===== src/rtl/pipe_pkg.sv =====
// Shared pipeline-control types: hazard FSM state encoding and stage-control bundle.
// Latency: n/a (types and constants only).
// Backpressure: n/a.
package pipe_pkg;

  localparam int REG_AW_DEF = 5;

  typedef enum logic [1:0] {
    ST_RUN      = 2'd0,
    ST_BR_FLUSH = 2'd1,
    ST_MEM_WAIT = 2'd2,
    ST_ERROR    = 2'd3
  } hz_state_e;

  // Per-register controls for one cycle, MSB first as listed.
  typedef struct packed {
    logic pc_write;
    logic if_id_write;
    logic if_id_flush;
    logic id_ex_write;
    logic id_ex_flush;
    logic ex_mem_write;
    logic mem_wb_flush;
  } hz_ctl_t;

  // Free-running pipeline: every register loads, nothing bubbled.
  localparam hz_ctl_t CTL_RUN    = 7'b1101010;
  // Load-use: hold PC and IF/ID, inject a bubble into ID/EX.
  localparam hz_ctl_t CTL_LU     = 7'b0001110;
  // Taken branch: PC loads target, squash IF/ID and ID/EX.
  localparam hz_ctl_t CTL_BRANCH = 7'b1111110;
  // Extra branch-shadow cycles: only the fetched instruction is squashed.
  localparam hz_ctl_t CTL_BRF    = 7'b1111010;
  // Memory freeze: front stages hold, MEM/WB receives a bubble.
  localparam hz_ctl_t CTL_FREEZE = 7'b0000001;

endpackage


===== src/rtl/hazard_perf_cnt.sv =====
// Saturating 32-bit event counter used for hazard statistics.
// Latency: count visible the cycle after the event.
// Backpressure: none; sticks at all-ones instead of wrapping.
module hazard_perf_cnt (
  input  logic        clk,
  input  logic        reset_n,
  input  logic        inc,
  output logic [31:0] cnt
);

  logic [31:0] cnt_q;
  logic [31:0] cnt_d;

  // Next count: bump on event unless already saturated.
  always_comb begin
    cnt_d = cnt_q;
    if (inc && (cnt_q != '1)) begin
      cnt_d = cnt_q + 32'd1;
    end
  end

  // Counter register, cleared by reset.
  always_ff @(posedge clk or negedge reset_n) begin
    if (!reset_n) begin
      cnt_q <= '0;
    end else begin
      cnt_q <= cnt_d;
    end
  end

  assign cnt = cnt_q;

endmodule


===== src/rtl/hazard_ctrl.sv =====
// Pipeline hazard/stall controller (load-use, taken-branch flush, data-memory wait, stall watchdog).
// Latency: controls are a same-cycle decode of registered state and current inputs.
// Backpressure: mem_req && !mem_ready freezes the front of the pipe; HAZARD_PERF_CNT_EN adds perf counters.
module hazard_ctrl
  import pipe_pkg::*;
#(
  parameter int REG_AW          = REG_AW_DEF,
  parameter int BR_FLUSH_CYCLES = 1,
  parameter int MEM_TIMEOUT     = 255
) (
  input  logic              clk,
  input  logic              reset_n,
  input  logic [REG_AW-1:0] id_rs,
  input  logic [REG_AW-1:0] id_rt,
  input  logic              id_uses_rt,
  input  logic              ex_mem_read,
  input  logic [REG_AW-1:0] ex_rt,
  input  logic              ex_branch_taken,
  input  logic              mem_req,
  input  logic              mem_ready,
  output logic              pc_write,
  output logic              if_id_write,
  output logic              if_id_flush,
  output logic              id_ex_write,
  output logic              id_ex_flush,
  output logic              ex_mem_write,
  output logic              mem_wb_flush,
  output logic              mem_timeout
`ifdef HAZARD_PERF_CNT_EN
  ,
  output logic [31:0]       perf_lu_cnt,
  output logic [31:0]       perf_br_cnt,
  output logic [31:0]       perf_mem_cnt
`endif
);

  localparam int WCW = $clog2(MEM_TIMEOUT + 1);
  localparam int BCW = $clog2(BR_FLUSH_CYCLES + 1);
  localparam logic [WCW-1:0] WAIT_LIM  = WCW'(MEM_TIMEOUT);
  localparam logic [BCW-1:0] BR_EXTRA  = BCW'(BR_FLUSH_CYCLES - 1);

  hz_state_e      state_q, state_d;
  logic [WCW-1:0] wait_cnt_q, wait_cnt_d;
  logic [BCW-1:0] br_cnt_q, br_cnt_d;
  logic           timeout_q, timeout_d;

  logic           mem_stall;
  logic           load_use;
  logic           do_run;
  logic [WCW-1:0] wait_inc;
  hz_ctl_t        ctl;

  assign mem_stall = mem_req && !mem_ready;
  assign load_use  = ex_mem_read && (ex_rt != '0) &&
                     ((ex_rt == id_rs) || (id_uses_rt && (ex_rt == id_rt)));
  // Saturating increment so the wait counter can never wrap back to a small value.
  assign wait_inc  = (wait_cnt_q == '1) ? wait_cnt_q : (wait_cnt_q + WCW'(1));

  // Control decode and next-state logic for the hazard FSM.
  always_comb begin
    ctl        = CTL_RUN;
    state_d    = state_q;
    wait_cnt_d = wait_cnt_q;
    br_cnt_d   = br_cnt_q;
    timeout_d  = timeout_q;
    do_run     = 1'b0;

    unique case (state_q)
      ST_ERROR: begin
        ctl = CTL_FREEZE;
      end
      ST_MEM_WAIT: begin
        if (!mem_ready) begin
          ctl        = CTL_FREEZE;
          wait_cnt_d = wait_inc;
          if (wait_inc >= WAIT_LIM) begin
            timeout_d = 1'b1;
            state_d   = ST_ERROR;
          end
        end else begin
          // Access completed: fall through to the normal decode this same cycle.
          do_run = 1'b1;
        end
      end
      default: begin
        do_run = 1'b1;
      end
    endcase

    if (do_run) begin
      state_d    = ST_RUN;
      wait_cnt_d = '0;
      br_cnt_d   = '0;
      if (mem_stall) begin
        // Memory stall outranks everything; any pending branch shadow is dropped.
        ctl        = CTL_FREEZE;
        wait_cnt_d = WCW'(1);
        state_d    = ST_MEM_WAIT;
        if (MEM_TIMEOUT <= 1) begin
          timeout_d = 1'b1;
          state_d   = ST_ERROR;
        end
      end else if (ex_branch_taken) begin
        // A branch also masks a simultaneous load-use: the dependent instruction is squashed.
        ctl = CTL_BRANCH;
        if (BR_FLUSH_CYCLES > 1) begin
          state_d  = ST_BR_FLUSH;
          br_cnt_d = BR_EXTRA;
        end
      end else if (state_q == ST_BR_FLUSH) begin
        ctl = CTL_BRF;
        if (br_cnt_q > BCW'(1)) begin
          state_d  = ST_BR_FLUSH;
          br_cnt_d = br_cnt_q - BCW'(1);
        end
      end else if (load_use) begin
        ctl = CTL_LU;
      end
    end
  end

  // FSM state, wait/flush counters and sticky watchdog flag.
  always_ff @(posedge clk or negedge reset_n) begin
    if (!reset_n) begin
      state_q    <= ST_RUN;
      wait_cnt_q <= '0;
      br_cnt_q   <= '0;
      timeout_q  <= 1'b0;
    end else begin
      state_q    <= state_d;
      wait_cnt_q <= wait_cnt_d;
      br_cnt_q   <= br_cnt_d;
      timeout_q  <= timeout_d;
    end
  end

  // Every control is forced low while reset is held, independent of the decode.
  assign pc_write     = reset_n & ctl.pc_write;
  assign if_id_write  = reset_n & ctl.if_id_write;
  assign if_id_flush  = reset_n & ctl.if_id_flush;
  assign id_ex_write  = reset_n & ctl.id_ex_write;
  assign id_ex_flush  = reset_n & ctl.id_ex_flush;
  assign ex_mem_write = reset_n & ctl.ex_mem_write;
  assign mem_wb_flush = reset_n & ctl.mem_wb_flush;
  assign mem_timeout  = reset_n & timeout_q;

`ifdef HAZARD_PERF_CNT_EN
  logic lu_evt;
  logic br_evt;
  logic mem_evt;

  assign lu_evt  = (ctl == CTL_LU);
  assign br_evt  = (ctl == CTL_BRANCH);
  assign mem_evt = ctl.mem_wb_flush;

  hazard_perf_cnt u_perf_lu (
    .clk     (clk),
    .reset_n (reset_n),
    .inc     (lu_evt),
    .cnt     (perf_lu_cnt)
  );

  hazard_perf_cnt u_perf_br (
    .clk     (clk),
    .reset_n (reset_n),
    .inc     (br_evt),
    .cnt     (perf_br_cnt)
  );

  hazard_perf_cnt u_perf_mem (
    .clk     (clk),
    .reset_n (reset_n),
    .inc     (mem_evt),
    .cnt     (perf_mem_cnt)
  );
`endif

endmodule


===== config.mk =====
export PLATFORM = sky130hd
export DESIGN_NAME = hazard_ctrl
export DESIGN_NICKNAME = d
export VERILOG_FILES = /design/src/rtl/pipe_pkg.sv /design/src/rtl/hazard_perf_cnt.sv /design/src/rtl/hazard_ctrl.sv
export SDC_FILE = /design/constraint.sdc
export NUM_CORES = 1
export LEC_CHECK = 0
export CORE_UTILIZATION = 40
export DETAILED_ROUTE_END_ITERATION = 10
export PLACE_DENSITY = 0.71
export SLEW_MARGIN = 20
export SYNTH_ARGS = -nofsm -noshare
export SYNTH_HDL_FRONTEND = slang
export SYNTH_SLANG_ARGS = --single-unit

===== constraint.sdc =====
create_clock -name clk -period 2.02 [get_ports clk]
set_input_delay 0.202 -clock clk [delete_from_list [all_inputs] [get_ports clk]]
set_output_delay 0.202 -clock clk [all_outputs]
set_load 0.01 [all_outputs]

==> flow_summary.yaml <==
outcome:
  status: "finished, final reports clean"
synthesis:
  synthTopCellsByArea: "dfrtp_1 (29%), xor2_1 (8.3%), a21oi_1 (4.2%), nand3_1 (3.2%), buf_4 (3.2%)"
  synthTopCellsByCount: "dfrtp_1 (11), xor2_1 (9), a21oi_1 (8), nand2_1 (7), nor2_1 (7)"
  synth_ff_type: "dfrtp_1"
  syn_area_um2: 950
  syn_inst: 115
  yosysMostFrequentCell: "dfrtp_1"
  synth_seq_area_share_pct: 29.0
  ys_warn_count: 0
  yosysTopAreaCell: "dfrtp_1"
  async_reset_ff_share_pct: 100
  synth_top_area_share_pct: 29.0
  synth_edf_count: 0
  synth.distinct_cells: 46
  syn_area_per_cell_um2: 8.26
  synth_seq_cells: 11
  syn-num-nets: 138
sta:
  timing.final.crit_share_pct: 94.1
  setup_tns_ns: 0
  slew-limit-headroom_pct: 74.4
  worst_pin_slew_ns: 0.381
  drv_slew: 0
  setup_viol: 0
  holdWs_ns: 0.315
  rsz0062_at_grt: "false"
  setup_slack_ns: 0.120
  fmax_mhz: 526
  period_minus_slack_ns: 1.90
  skew_ns: 0.00124
  hold_viol_final: 0
routing:
  drt-total-wl_um: 2590
  vias: 1033
  wl_per_cell_um: 14.2
  viasPerCell: 5.68
  first_pass_iters: 4
  drc: 0
  final_antenna_net_count: 0
  drt_first_iter_violations: 39
setup_path:
  endpoint_kind: "output pin"
  r2r_end: "wait_cnt_q[2]$_DFFE_PN0P_"
  crit_required_ns: 1.82
  crit_start: "id_rt[4]"
  path_max_fanout: 2
  critical_path_class: "input port to output pin"
  ff2ff_setup_slack_ns: 0.24
  rr_worst_depth: 5
  worstSetupStartpointType: "input port"
  critPathCapture: "if_id_write"
  r2r_start: "wait_cnt_q[1]$_DFFE_PN0P_"
  arrival_ns: 1.70
global_route:
  grt_pass1_vias: 1027
  grt_first_pass_wirelength_um: 4510
  grt.overflow.total: 0
  antenna_found_initial: 0
  grt_max_degree: 14
  track_usage_pct: 23.7
cells_and_area:
  fin_area_um2: 1370
  seq_area_um2: 275
  fillers: 200
  fin_nets: 178
  area_delta_synth_final_pct: 44.3
  diodes: 0
  multi_input_area_um2: 599
  layout-drive-gt1-share_pct: 20.8
pwr:
  power_w: 0.000469
  vdd_ir_drop_max_mv: 0.342
  p_leak_nw: 0.625
  power.density_nw_per_um2: 342
floorplanning:
  start_util_pct: 42.5
  dieArea_um2: 2570
  ios: 30
  core_area_um2: 2230
  fp-row-count: 17
  fp.dieW_um: 50.7
  die_h_um: 50.7
placement:
  gp_congestion: 0.971
  dp_hpwl_um: 2060
  numPortBuffers: 29
  placed_area_um2: 1330
  place_ws_ns: -0.356
min_path:
  hp-class: "input port to async pin"
clock_tree:
  cts-hold-fix-buffers: 0
  clockBufferDepth: 2
  cts_buffers: 3
  root_buffer: "clkbuf_4"
  htree_levels: 1
  cts_sinks: 11
  cts_tree: "built"
  clk_pin_slew_ns: 0.07
  clock_latency_ns: 0.27
run:
  max_cap_violations: 0
how the worst min path moves through the flow:
stage	start	endpoint	slack, ns	depth (start not counted)
finish	reset_n	wait_cnt_q[4]$_DFFE_PN0P_	0.31	2
global route	reset_n	state_q[0]$_DFFE_PN0P_	0.33	2
CTS	reset_n	wait_cnt_q[6]$_DFFE_PN0P_	0.31	2
detailed placement	timeout_q$_DFFE_PN0P_	timeout_q$_DFFE_PN0P_	0.45	1
global placement	timeout_q$_DFFE_PN0P_	timeout_q$_DFFE_PN0P_	0.46	1
floorplan	reset_n	state_q[0]$_DFFE_PN0P_	-0.09	0
cell families (layout without fill, tap and decap cells):
family | Yosys count | count (layout) | synth area share, %
AOI/OAI and AO/OA | 34 | 34 | 24.9
xor gates and xnor gates | 10 | 10 | 9.22
buffers and inverters | 16 | 55 | 9.22
DFF | 11 | 11 | 29.0
adders and majority gates | 1 | 1 | 1.32
and+or+nand+nor | 42 | 42 | 25.3
muxes | 1 | 1 | 1.05
state kept, by name, summed over array words and instances, names as in the netlist:
register    cells
state_q         2
wait_cnt_q      8
timeout_q       1
worst max-delay path: stages:
cell             delay [ns]
clkdlybuf4s50_1        0.41
xor2_1                 0.15
nor4_2                 0.22
a32oi_1                0.16
o41a_1                 0.39
buf_2                  0.15
power breakdown:
| part | switching, W | internal, W |
|---|---|---|
| logic | 0.0000384 | 0.0000574 |
| clock network | 0.0000782 | 0.0000735 |
| registers | 0.000000609 | 0.000221 |
per-layer routing:
metal | track usage [%] | share of wire, % | vias up
met5 | 0 | 0 | -
met4 | 9.26 | 1.7 | 0
met3 | 5.76 | 7.8 | 8
met2 | 38.2 | 48 | 60
met1 | 30.1 | 43 | 458
li1 | - | - | 507
cells in the final DEF, fill, tap and decap left out, drive strengths merged, types with 4 or more instances in the layout:
| cell type | instances |
|---|---|
| buf | 20 |
| clkdlybuf4s50 | 17 |
| dfrtp | 11 |
| xor2 | 9 |
| a21oi | 8 |
| nand2 | 7 |
| nor2 | 7 |
| nand3 | 6 |
| dlymetal6s2s | 5 |
| o21ai | 5 |
| inv | 4 |
| and2 | 4 |
| dlygate4sd2 | 4 |
| clkbuf | 4 |
layout make-up:
type,count,area share (%)
Clock inverter,1,0.365
Inverter,4,1.10
Tap cell,28,2.56
Timing Repair Buffer,47,30.5
Multi-Input combinational cell,88,43.7
Clock buffer,3,1.64
Sequential cell,11,20.1
timing repair:
item / CTS / global route
pin swaps: 3 / 3
setup buffers: 1 / 0
gates resized for setup: 15 / 11
endpoints found under the setup margin: 5 / 5
through the flow:
| stage | util [%] | cells |
|---|---|---|
| finish | 61.3 | 182 |
| CTS | 61.0 | 182 |
| global route | 61.3 | 182 |
| floorplan | - | 115 |
| global placement | 59.6 | 177 |
| detailed placement | 59.6 | 177 |
(Power assumes the default switching activity.)
